$ cat src/rtl/fwd_pkg.sv
// Shared types and helpers for the operand-forwarding scoreboard.
// Entries carry a fixed-width dst field; narrower register addresses are zero-extended into it.
package fwd_pkg;

  localparam int FWD_MAX_ADDR_W = 8;
  localparam int FWD_CNT_W      = 3;
  localparam int FWD_SEL_RF     = 0;

  typedef struct packed {
    logic                      valid;
    logic [FWD_MAX_ADDR_W-1:0] dst;
    logic [FWD_CNT_W-1:0]      cnt;
  } fwd_entry_t;

  function automatic int sel_w(input int depth);
    return $clog2(depth + 1);
  endfunction

  function automatic logic [FWD_CNT_W-1:0] cnt_dec(input logic [FWD_CNT_W-1:0] c);
    return (c == '0) ? c : c - FWD_CNT_W'(1);
  endfunction

endpackage

$ cat src/rtl/fwd_scoreboard_unit_if.sv
// Issue-side bundle between the EX issue stage (master) and the forwarding unit (slave).
// FWD_SCOREBOARD_STATS_EN adds the stall_cycles / fwd_events counter outputs.
interface fwd_scoreboard_unit_if
  import fwd_pkg::*;
#(
  parameter int NUM_SRC = 2,
  parameter int DEPTH   = 3,
  parameter int ADDR_W  = 5
) ();

  localparam int SEL_W = sel_w(DEPTH);

  logic                      issue_valid;
  logic                      issue_regwrite;
  logic                      issue_is_load;
  logic [ADDR_W-1:0]         issue_dst;
  logic                      flush;
  logic [NUM_SRC*ADDR_W-1:0] src_addr;
  logic [NUM_SRC*SEL_W-1:0]  fwd_sel;
  logic                      stall;
`ifdef FWD_SCOREBOARD_STATS_EN
  logic [31:0]               stall_cycles;
  logic [31:0]               fwd_events;

  modport master (
    output issue_valid, issue_regwrite, issue_is_load, issue_dst, flush, src_addr,
    input  fwd_sel, stall, stall_cycles, fwd_events
  );

  modport slave (
    input  issue_valid, issue_regwrite, issue_is_load, issue_dst, flush, src_addr,
    output fwd_sel, stall, stall_cycles, fwd_events
  );
`else
  modport master (
    output issue_valid, issue_regwrite, issue_is_load, issue_dst, flush, src_addr,
    input  fwd_sel, stall
  );

  modport slave (
    input  issue_valid, issue_regwrite, issue_is_load, issue_dst, flush, src_addr,
    output fwd_sel, stall
  );
`endif

endinterface

$ cat src/rtl/fwd_match_prio.sv
// One source operand against all tracked producers; the youngest (lowest index) match wins.
// Purely combinational: hit/ready/idx follow src and the entry state in the same cycle.
module fwd_match_prio
  import fwd_pkg::*;
#(
  parameter int DEPTH  = 3,
  parameter int ADDR_W = 5,
  parameter int SEL_W  = 2
) (
  input  logic [ADDR_W-1:0]     src,
  input  fwd_entry_t [DEPTH-1:0] ents,
  output logic                  hit,
  output logic                  ready,
  output logic [SEL_W-1:0]      idx
);

  logic [FWD_MAX_ADDR_W-1:0] src_ext;

  assign src_ext = FWD_MAX_ADDR_W'(src);

  // Scan oldest to youngest so the last assignment is the youngest match.
  always_comb begin
    hit   = 1'b0;
    ready = 1'b0;
    idx   = '0;
    for (int i = DEPTH - 1; i >= 0; i--) begin
      if (ents[i].valid && (src != '0) && (ents[i].dst == src_ext)) begin
        hit   = 1'b1;
        ready = (ents[i].cnt == '0);
        idx   = SEL_W'(i);
      end
    end
  end

endmodule

$ cat src/rtl/fwd_scoreboard_unit.sv
// Forwarding/hazard unit: fwd_sel and stall are combinational from state and src_addr; stall holds issue.
// FWD_SCOREBOARD_STATS_EN adds saturating stall_cycles / fwd_events counters.
module fwd_scoreboard_unit
  import fwd_pkg::*;
#(
  parameter int NUM_SRC  = 2,
  parameter int DEPTH    = 3,
  parameter int ADDR_W   = 5,
  parameter int LOAD_LAT = 1
) (
  input  logic                  Clk,
  input  logic                  Rst,
  fwd_scoreboard_unit_if.slave  bus
);

  localparam int SEL_W = sel_w(DEPTH);

  fwd_entry_t [DEPTH-1:0]          ents;
  fwd_entry_t                      new_ent;
  logic [NUM_SRC-1:0]              src_hit;
  logic [NUM_SRC-1:0]              src_ready;
  logic [NUM_SRC-1:0][SEL_W-1:0]   src_idx;
  logic [NUM_SRC*SEL_W-1:0]        fwd_sel_int;
  logic                            stall_int;

  for (genvar s = 0; s < NUM_SRC; s++) begin : g_src
    fwd_match_prio #(
      .DEPTH  (DEPTH),
      .ADDR_W (ADDR_W),
      .SEL_W  (SEL_W)
    ) u_match (
      .src   (bus.src_addr[s*ADDR_W +: ADDR_W]),
      .ents  (ents),
      .hit   (src_hit[s]),
      .ready (src_ready[s]),
      .idx   (src_idx[s])
    );
  end

  always_comb begin
    fwd_sel_int = {NUM_SRC{SEL_W'(FWD_SEL_RF)}};
    for (int s = 0; s < NUM_SRC; s++) begin
      if (src_hit[s] && src_ready[s]) begin
        fwd_sel_int[s*SEL_W +: SEL_W] = src_idx[s] + SEL_W'(1);
      end
    end
  end

  // A flush squashes the consumer too, so there is nothing left to hold.
  assign stall_int   = bus.issue_valid & ~bus.flush & |(src_hit & ~src_ready);
  assign bus.stall   = stall_int;
  assign bus.fwd_sel = fwd_sel_int;

  always_comb begin
    new_ent       = '0;
    new_ent.valid = bus.issue_valid & bus.issue_regwrite & ~stall_int & (bus.issue_dst != '0);
    new_ent.dst   = FWD_MAX_ADDR_W'(bus.issue_dst);
    new_ent.cnt   = bus.issue_is_load ? FWD_CNT_W'(LOAD_LAT) : '0;
  end

  always_ff @(posedge Clk or posedge Rst) begin
    if (Rst) begin
      ents <= '0;
    end else if (bus.flush) begin
      ents <= '0;
    end else begin
      ents[0] <= new_ent;
      for (int i = 1; i < DEPTH; i++) begin
        ents[i]     <= ents[i-1];
        ents[i].cnt <= cnt_dec(ents[i-1].cnt);
      end
    end
  end

`ifdef FWD_SCOREBOARD_STATS_EN
  logic [31:0] stall_cycles_q;
  logic [31:0] fwd_events_q;
  logic [32:0] fwd_sum;

  always_comb begin
    fwd_sum = {1'b0, fwd_events_q};
    for (int s = 0; s < NUM_SRC; s++) begin
      fwd_sum = fwd_sum + 33'(src_hit[s] & src_ready[s]);
    end
  end

  always_ff @(posedge Clk or posedge Rst) begin
    if (Rst) begin
      stall_cycles_q <= '0;
      fwd_events_q   <= '0;
    end else begin
      if (stall_int && (stall_cycles_q != '1)) begin
        stall_cycles_q <= stall_cycles_q + 32'd1;
      end
      fwd_events_q <= fwd_sum[32] ? '1 : fwd_sum[31:0];
    end
  end

  assign bus.stall_cycles = stall_cycles_q;
  assign bus.fwd_events   = fwd_events_q;
`endif

endmodule

$ cat src/flat_wrapper.sv
// flat-port wrapper written by rule: the top's interface ports become plain ports
module fwd_scoreboard_unit_flat import fwd_pkg::*;
#(
  parameter int NUM_SRC  = 2,
  parameter int DEPTH    = 3,
  parameter int ADDR_W   = 5,
  parameter int LOAD_LAT = 1
)
  (Clk, Rst, bus_issue_valid, bus_issue_regwrite, bus_issue_is_load, bus_issue_dst, bus_flush, bus_src_addr, bus_fwd_sel, bus_stall);
  fwd_scoreboard_unit_if #(.NUM_SRC(NUM_SRC), .DEPTH(DEPTH), .ADDR_W(ADDR_W)) bus_i ();
  input  logic Clk;
  input  logic Rst;
  input wire logic [$bits(bus_i.issue_valid)-1:0] bus_issue_valid;
  input wire logic [$bits(bus_i.issue_regwrite)-1:0] bus_issue_regwrite;
  input wire logic [$bits(bus_i.issue_is_load)-1:0] bus_issue_is_load;
  input wire logic [$bits(bus_i.issue_dst)-1:0] bus_issue_dst;
  input wire logic [$bits(bus_i.flush)-1:0] bus_flush;
  input wire logic [$bits(bus_i.src_addr)-1:0] bus_src_addr;
  output wire logic [$bits(bus_i.fwd_sel)-1:0] bus_fwd_sel;
  output wire logic [$bits(bus_i.stall)-1:0] bus_stall;
  assign bus_i.issue_valid = bus_issue_valid;
  assign bus_i.issue_regwrite = bus_issue_regwrite;
  assign bus_i.issue_is_load = bus_issue_is_load;
  assign bus_i.issue_dst = bus_issue_dst;
  assign bus_i.flush = bus_flush;
  assign bus_i.src_addr = bus_src_addr;
  assign bus_fwd_sel = bus_i.fwd_sel;
  assign bus_stall = bus_i.stall;
  fwd_scoreboard_unit #(.NUM_SRC(NUM_SRC), .DEPTH(DEPTH), .ADDR_W(ADDR_W), .LOAD_LAT(LOAD_LAT)) u_core (.Clk(Clk), .Rst(Rst), .bus(bus_i));
endmodule
$ cat config.mk
export PLATFORM = sky130hd
export DESIGN_NAME = fwd_scoreboard_unit_flat
export DESIGN_NICKNAME = d
export VERILOG_FILES = /design/src/rtl/fwd_pkg.sv /design/src/rtl/fwd_scoreboard_unit_if.sv /design/src/rtl/fwd_match_prio.sv /design/src/rtl/fwd_scoreboard_unit.sv /design/src/flat_wrapper.sv
export SDC_FILE = /design/constraint.sdc
export NUM_CORES = 1
export LEC_CHECK = 0
export CAP_MARGIN = 5
export CORE_MARGIN = 3
export CORE_UTILIZATION = 51
export CTS_BUF_LIST = sky130_fd_sc_hd__clkbuf_4 sky130_fd_sc_hd__clkbuf_8
export DETAILED_ROUTE_END_ITERATION = 12
export PLACE_DENSITY = 0.88
export SYNTH_ARGS = -nofsm -noshare
export SYNTH_HDL_FRONTEND = slang
export SYNTH_SLANG_ARGS = --single-unit
export TNS_END_PERCENT = 5
$ cat constraint.sdc
create_clock -name Clk -period 2.39 [get_ports Clk]
set_clock_uncertainty 0.2 [all_clocks]
set_input_delay 0.478 -clock Clk [delete_from_list [all_inputs] [get_ports Clk]]
set_output_delay 0.478 -clock Clk [all_outputs]
set_load 0.005 [all_outputs]
==> run summary, run 1 <==
In this run the worst hold path is classified as in -> async. Relative to the synthesized area, the layout overhead comes to 40.3%. Summed over all cells, the static leakage comes to 0.710 nW. The run finished, with violations left. In this run the vertical extent of the chip is 53.4 µm. The tools report the via total after detailed routing as 989. More flip-flops sit in one register than any other, and that register is u_core.ents. Timing would allow up to 387 MHz. Summed over all nets, the switching power comes to 0.164 mW. Summed over all nets, the half-perimeter wirelength after detailed placement is 2080 µm. The clock passes through at most 2 buffers.

After clock tree synthesis, the clock-pin slew on the worst setup and hold paths is 0.10 ns. The first TritonRoute pass finished after 4 iterations. The core utilization of the finished layout came out at 0.786. The floorplan has 16 rows. Setup slack on the worst reg-to-reg path comes out at 0.55 ns. The tools report the destination of the critical timing path as bus_stall. The starting utilization of the core area is 0.560. Clock tree synthesis found a total of 20 sinks. Number of global-route vias before repair: 1056. The tools report the met3 global-route usage as 0.0423.

In the final layout, the multi-input gates occupy 704 µm². The fill cell instance count of the final layout is 139. After detailed routing, the average wire length per cell comes to 14.7 µm.

The combinational fraction of design power came out at 0.199. The largest registers in the layout are u_core.ents: 20 flops. The register with the most flip-flops in the layout has 20 of them. Using the TritonRoute via totals, the vias-per-cell ratio works out to 5.38.

For this run the aggregate overflow at the end of global routing stands at 0. Capture point of the worst reg-to-reg path: u_core.ents[11]. The number of nets in the synthesized netlist is 135. The post-synthesis instance total is 114.

STA classifies the critical path endpoint as a primary output. The count of final hold-check violations was 0; the time the final worst path needs with I/O delays and setup was 2.59 ns. For the internal cell power, the log shows 0.518 mW. The checks that failed: setup timing. The switching power share of the total is 0.241, and the count of nets left with antenna violations after detail routing is 0. The met2 track utilization from global routing was 0.359; the number of cells on the worst reg-to-reg path was 6.

Across the VDD grid, the largest voltage drop is 462 µV. During synthesis, Yosys emitted a total of 0 warnings. Of all nets on the critical path, the largest fanout is 2. The power per cell area works out to 425 nW/µm². Cell at the root of the clock tree: sky130_fd_sc_hd__clkbuf_4. The run gives 2040 µm² as the area of the core. The first global-routing pass estimated 4480 µm of wire. The proportion of layout cells with a drive suffix above 1 came out at 0.312. Max-cap violations in this run came to 0. For the clock network power share, the log shows 0.266. Number of antenna violations at the first check in global routing: 0.

The logs give 1 for the H-tree level count and 0 for the count of antenna diodes in the layout. Setup violations remaining at the end of the flow were counted as 5. The DRC violations left was 0. TritonCTS built the clock tree. The most critical setup path has its startpoint at bus_src_addr[7]. The final worst-path cycle share was 1.08. The tools report the required time at the worst-slack endpoint as 1.71 ns. The share of the yosys chip area belonging to registers was 0.438; the overall power of the completed layout was 0.682 mW. The logs give 26 for the number of placed I/O pins and 0.846 for the last weighted congestion value of the routability-driven placer. The average instance in the mapped netlist occupies 10.0 µm².

STA classifies the critical path startpoint as a primary input. The number of buffers added on ports is 25. The final worst slack is -0.197 ns. After routing, the total negative slack on setup checks comes to -0.571 ns. The global router's overall resource usage came out at 0.227. The logs give 0.535 for the sequential cell fraction of total power and 0.28 ns for the source-to-sink clock delay at the later pin of the worst-skew pair. Setup repair after global routing could not meet its margin everywhere. Summing every instance area after synthesis gives 1140 µm². For the worst setup path, the data arrival time is 1.91 ns. For this block, the routed nets add up to 2710 µm of wire. In this run, post-CTS hold repair placed 0 buffers. The floorplan step set the die width to 53.4 µm.

The floorplan step defined a die boundary enclosing 2850 µm². The worst setup path is of the in -> out kind. The first routing iteration left 11 violations. The number of CTS-inserted buffers was 3; the pin count of the biggest net entering global routing was 21.

The final number of max-transition violations is 0, and the number of different library cells in the post-synthesis netlist is 27. The met1 global-route usage is 0.259. The run gives 500 µm² as the sequential cell area in the final layout. The layer with the highest usage after global routing was met2.

Number of flip-flops and latches in the synthesized netlist: 20. The run gives 179 as the number of nets at the end of the flow. The reg-to-reg startpoint was u_core.ents[15].
[metal layers]
layer / wire length (µm) / vias to the layer above
li1: - / 465
met1: 1080 / 470
met2: 1340 / 42
met3: 184 / 12
met4: 110 / 0
met5: 0 / -
[what timing repair did]
item,CTS,global route
pin swaps,15,10
gates resized for setup,67,6
buffers inserted,5,0
endpoints found under the setup margin,5,5
gates cloned,0,0
[power groups by stage]
stage               clock [mW]  combinational, mW  sequential (mW)
floorplan                    0             0.0597            0.367
global placement             0              0.124            0.370
detailed placement           0              0.129            0.371
CTS                      0.188              0.135            0.364
global route             0.202              0.146            0.366
finish                   0.182              0.135            0.365
[per-stage QoR]
| step | cells | worst slack, ns | hold WS (ns) | instance area [µm²] |
|---|---|---|---|---|
| floorplan | 114 | 0.186 | 0.242 | 1140 |
| detailed placement | 175 | -0.955 | 0.303 | 1500 |
| global placement | 175 | -0.913 | 0.309 | 1500 |
| global route | 184 | -0.275 | 0.309 | 1600 |
| CTS | 184 | -0.208 | 0.300 | 1590 |
| finish | 184 | -0.197 | 0.304 | 1600 |
[critical path: stages]
cell                              delay (ns)
sky130_fd_sc_hd__clkdlybuf4s15_1        0.19
sky130_fd_sc_hd__or4_4                  0.49
sky130_fd_sc_hd__nor2_4                 0.13
sky130_fd_sc_hd__o21bai_4               0.15
sky130_fd_sc_hd__nor3_4                 0.05
sky130_fd_sc_hd__o211ai_2               0.19
sky130_fd_sc_hd__a21oi_1                0.09
sky130_fd_sc_hd__buf_2                  0.13
[synthesized netlist by cell type]
cell type                   n  share of area
sky130_fd_sc_hd__dfrtp_1   20           0.44
sky130_fd_sc_hd__nor2b_1   18          0.098
sky130_fd_sc_hd__xnor2_1   16           0.12
sky130_fd_sc_hd__xor2_1    14           0.11
sky130_fd_sc_hd__nor2_1     8          0.026
sky130_fd_sc_hd__nor3_1     5          0.022
sky130_fd_sc_hd__inv_1      4          0.013
sky130_fd_sc_hd__and3_1     3          0.016
sky130_fd_sc_hd__or4_1      3          0.020
sky130_fd_sc_hd__nand2_1    2         0.0066
sky130_fd_sc_hd__nand3_1    2         0.0088
sky130_fd_sc_hd__nand4_1    2          0.011
sky130_fd_sc_hd__nor4_1     2          0.011
sky130_fd_sc_hd__o21bai_2   2          0.020
sky130_fd_sc_hd__a21oi_1    1         0.0044
sky130_fd_sc_hd__clkbuf_1   1         0.0033
sky130_fd_sc_hd__conb_1     1         0.0033
sky130_fd_sc_hd__nand2b_1   1         0.0055
sky130_fd_sc_hd__nor2_2     1         0.0055
sky130_fd_sc_hd__nor3_2     1         0.0088
sky130_fd_sc_hd__nor3b_1    1         0.0066
sky130_fd_sc_hd__o211ai_2   1          0.011
sky130_fd_sc_hd__o21ai_0    1         0.0044
sky130_fd_sc_hd__o21ai_1    1         0.0044
sky130_fd_sc_hd__o22ai_1    1         0.0055
sky130_fd_sc_hd__or2b_2     1         0.0077
sky130_fd_sc_hd__or4_4      1         0.0098
[worst min-delay path by stage]
stage	from	end
after floorplan	Rst	u_core.ents[0]
after global placement	u_core.ents[23]	u_core.ents[35]
after detailed placement	u_core.ents[23]	u_core.ents[35]
after CTS	Rst	u_core.ents[5]
after global routing	Rst	u_core.ents[0]
final	Rst	u_core.ents[23]
[logic make-up (layout without fill, tap and decap cells)]
family	after synthesis	count (layout)	synth area share
other	1	1	0.00328
DFF	20	20	0.438
xor gates and xnor gates	30	30	0.230
and+or+nand+nor	51	51	0.264
AOI/OAI and AO/OA	7	7	0.0492
buffers and inverters	5	48	0.0164
[cell usage in the layout, fill, tap and decap left out, types with 2 or more instances in the layout]
master / netlist / layout
sky130_fd_sc_hd__o21bai_4: 0 / 2
sky130_fd_sc_hd__nor2_1: 8 / 6
sky130_fd_sc_hd__nand2_1: 2 / 2
sky130_fd_sc_hd__xor2_1: 14 / 14
sky130_fd_sc_hd__nor3_2: 1 / 3
sky130_fd_sc_hd__o21ai_1: 1 / 2
sky130_fd_sc_hd__buf_4: 0 / 14
sky130_fd_sc_hd__or4_4: 1 / 2
sky130_fd_sc_hd__clkdlybuf4s15_2: 0 / 2
sky130_fd_sc_hd__dfrtp_1: 20 / 20
sky130_fd_sc_hd__buf_2: 0 / 11
sky130_fd_sc_hd__nor2_4: 0 / 2
sky130_fd_sc_hd__inv_1: 4 / 4
sky130_fd_sc_hd__nor3_4: 0 / 2
sky130_fd_sc_hd__clkdlybuf4s15_1: 0 / 2
sky130_fd_sc_hd__and3_1: 3 / 2
sky130_fd_sc_hd__or4_1: 3 / 2
sky130_fd_sc_hd__nand4_1: 2 / 2
sky130_fd_sc_hd__xnor2_1: 16 / 15
sky130_fd_sc_hd__clkbuf_4: 0 / 3
sky130_fd_sc_hd__clkdlybuf4s50_1: 0 / 10
sky130_fd_sc_hd__nor4_1: 2 / 2
sky130_fd_sc_hd__nor2b_1: 18 / 18
[final cells by class]
type	count	area share
sequential	20	0.312
clock buffer	4	0.0226
multi-input combinational	89	0.439
tap	27	0.0211
timing repair buffer	40	0.196
inverter	4	0.00936
Power figures use the tool's default switching activity.
==> inputs of run 2 (changes only) <==
CORE_UTILIZATION = 55   (was 51)
PLACE_DENSITY = 0.93   (was 0.88)
clock period = 3.3 ns   (was 2.39 ns; I/O delays follow)
==> run 2 against run 1 <==
Critical path type unchanged; first-iteration DRC count grew to 2.7 times the previous value; design area fell by 4.1%; the run now ends clean; combinational power down 30%; routed wire length increased by 6.6%; final cell count fell by 4.3%; power is 27% lower; sequential power is 28% lower; non-clock buffer count decreased by 6; highest routed layer unchanged; critical endpoint is now bus_fwd_sel[2]; hold slack improved by 0.029 ns; sequential share of layout area increased by 1.3 points; clock power shrank 24%; register-to-register slack improved by 0.91 ns.
==> run summary, run 2 (same netlist as run 1, synthesis figures left out) <==
The half-perimeter wire length after placement was 2220 µm. The register with the most flip-flops in the final layout is u_core.ents. The die area is 2660 µm².

TritonCTS built the clock tree. The ratio of routed vias to standard cells was 5.59; the global router's overall resource usage was 0.251. The path class of the tightest hold or removal check is reg -> reg. Combinational fraction of design power: 0.190.

In this run the static leakage power is 0.703 nW. Setup repair after global routing could not meet its margin everywhere. For the final routed database, the setup TNS stands at 0 ns. Width of the die: 51.6 µm.

Across the run, the number of max-cap violations was 0. Kind of start point of the critical path: a primary input. For the quantity of hold-fixing buffers added after cts, the log shows 0. The flow ran to the end, and the final reports show no timing, DRC or antenna violations.

For this design, the sink count on the clock tree is 20. The starting utilization of the core area was 0.622. Most common cell after layout, fill and taps aside: sky130_fd_sc_hd__dfrtp_1.

The largest registers in the layout are u_core.ents: 20 flops. In this run the count of I/O pins placed on the die edge is 26. For this block, the initial DRC count from the detailed router was 30.

The switching power share of the total was 0.253. The tools report the number of antenna violations at the first check in global routing as 0. For the worst vdd rail ir drop, the log shows 324 µV.

Critical-path cell with the highest stage delay: sky130_fd_sc_hd__or4_4. The run gives 1840 µm² as the area of the core. The final number of max-transition violations is 0, and the layout overhead on the synthesized area is 34.5%. The number of placed instances, taps included, is 172. In this run the worst path has a maximum fanout of 2. For the tightest slew margin relative to the limit, the log shows 0.523. From bottom edge to top edge, the die measures 51.6 µm. The fill cell instance count of the final layout was 106. STA classifies the critical path endpoint as a primary output.

In this run the power spent charging and discharging nets is 0.126 mW. For the worst setup path, the data required time is 2.44 ns. The register with the most flip-flops in the layout has 20 of them. H-tree level count: 1. The internal cell power was 0.371 mW.

The final-report setup violation count is 0. Time the final worst path needs with I/O delays and setup: 3.22 ns. The power per cell area was 323 nW/µm²; the count of TritonRoute iterations in the first routing pass was 4. Highest achievable clock rate: 310 MHz.

Clock-pin slew was measured on the worst setup and hold paths at 0.11 ns. For the pin with the worst max-slew slack, the measured transition is 0.715 ns. The category of the most critical setup path was in -> out. The finished layout holds 176 standard cells, fillers aside. The worst path meets setup with 0.0779 ns of slack. The total number of placement rows came out at 15. The tools report the final wirelength as 2890 µm.

Prior to clock tree synthesis, the placed netlist has a worst setup slack of -0.394 ns. The count of final hold-check violations came out at 0. The tools report the number of global-route vias before repair as 1082. At the worst endpoint, the arrival time is 2.36 ns. The sequential cell fraction of total power was 0.531. The final worst-path cycle share works out to 0.976. Dividing the detail-routed wire length by the instance count gives 16.4 µm. The tools report the global-route wire length before repair as 4870 µm. The number of nets at the end of the flow was 173. Traced cell by cell, the critical path runs through clkdlybuf4s50_1 -> or4_4 -> nor2_4 -> o21bai_4 -> nor3_2 -> inv_1 -> o22ai_1 -> dlygate4sd2_1.

In the layout the commonest cells are sky130_fd_sc_hd__dfrtp_1, sky130_fd_sc_hd__nor2b_1, sky130_fd_sc_hd__xnor2_1, sky130_fd_sc_hd__xor2_1, sky130_fd_sc_hd__clkdlybuf4s50_1. The cell at the root of the clock tree was sky130_fd_sc_hd__clkbuf_4. The total overflow left after global routing is 0. Proportion of layout cells with a drive suffix above 1: 0.172.

The later pin in the worst-skew pair is clocked with a latency of 0.30 ns. The number of antenna diodes in the final layout is 0. Clock tree synthesis inserted a total of 3 buffers. The tools report the clock network power share as 0.279. The detail route stage leaves a number of antenna-violating nets equal to 0. The DRC violations left was 0.

The via total after detailed routing was 984; the peak per-stage delay on the critical path was 0.50 ns. The number of buffers on the longest clock path is 2, and the pin count of the biggest net entering global routing is 21. The last weighted congestion value of the routability-driven placer was 0.917; the number of buffers added on ports was 25.
## run 2: routing by layer
| layer | vias up | GRT usage | part of all wire |
|---|---|---|---|
| li1 | 456 | - | - |
| met1 | 475 | 0.292 | 0.41 |
| met2 | 40 | 0.436 | 0.48 |
| met3 | 13 | 0.0372 | 0.065 |
| met4 | 0 | 0.144 | 0.040 |
| met5 | - | 0 | 0 |
## run 2: final timing paths
kind                                  from              end  slack, ns  depth (start not counted)
hold reg to reg            u_core.ents[23]  u_core.ents[35]       0.33                          1
max in group asynchronous              Rst  u_core.ents[15]       1.87                          2
setup reg to reg           u_core.ents[15]  u_core.ents[11]       1.46                          6
hold / removal             u_core.ents[23]  u_core.ents[35]       0.33                          1
setup / recovery           bus_src_addr[7]   bus_fwd_sel[2]       0.08                          8
min in group asynchronous              Rst  u_core.ents[11]       0.57                          2
## run 2: power groups by stage
| stage | clock network (mW) | registers [mW] | logic, mW |
|---|---|---|---|
| CTS | 0.140 | 0.264 | 0.0916 |
| detailed placement | 0 | 0.268 | 0.0933 |
| global route | 0.151 | 0.265 | 0.102 |
| global placement | 0 | 0.267 | 0.0898 |
| finish | 0.139 | 0.264 | 0.0944 |
| floorplan | 0 | 0.266 | 0.0432 |
## run 2: timing repair
item | 4_1_cts | 5_1_grt
buffers inserted | 0 | 0
resized for setup | 15 | 8
pin swaps | 3 | 6
setup endpoints to repair | 5 | 4
## run 2: critical path, delay by kind of cell
| family | cells | cell delay, ns |
|---|---|---|
| simple gates | 3 | 0.72 |
| buf+inv | 3 | 0.76 |
| compound gates | 2 | 0.23 |
## run 2: layout make-up
cell class                      instances  area [µm²]  share of cell area
Multi-Input combinational cell         89         657               0.427
Sequential cell                        20         500               0.325
Timing Repair Buffer                   34         298               0.194
Clock buffer                            4        36.3              0.0236
Tap cell                               25        31.3              0.0203
Inverter                                4        15.0             0.00976
## run 2: metrics by stage
stage | total power [mW] | cell area (µm²) | util | hold WS, ns
3_3_place_gp | 0.357 | 1490 | 0.810 | 0.298
3_5_place_dp | 0.362 | 1490 | 0.810 | 0.303
5_1_grt | 0.518 | 1540 | 0.836 | 0.380
2_1_floorplan | 0.309 | 1140 | - | 0.270
6_report | 0.497 | 1540 | 0.836 | 0.333
4_1_cts | 0.495 | 1530 | 0.831 | 0.334
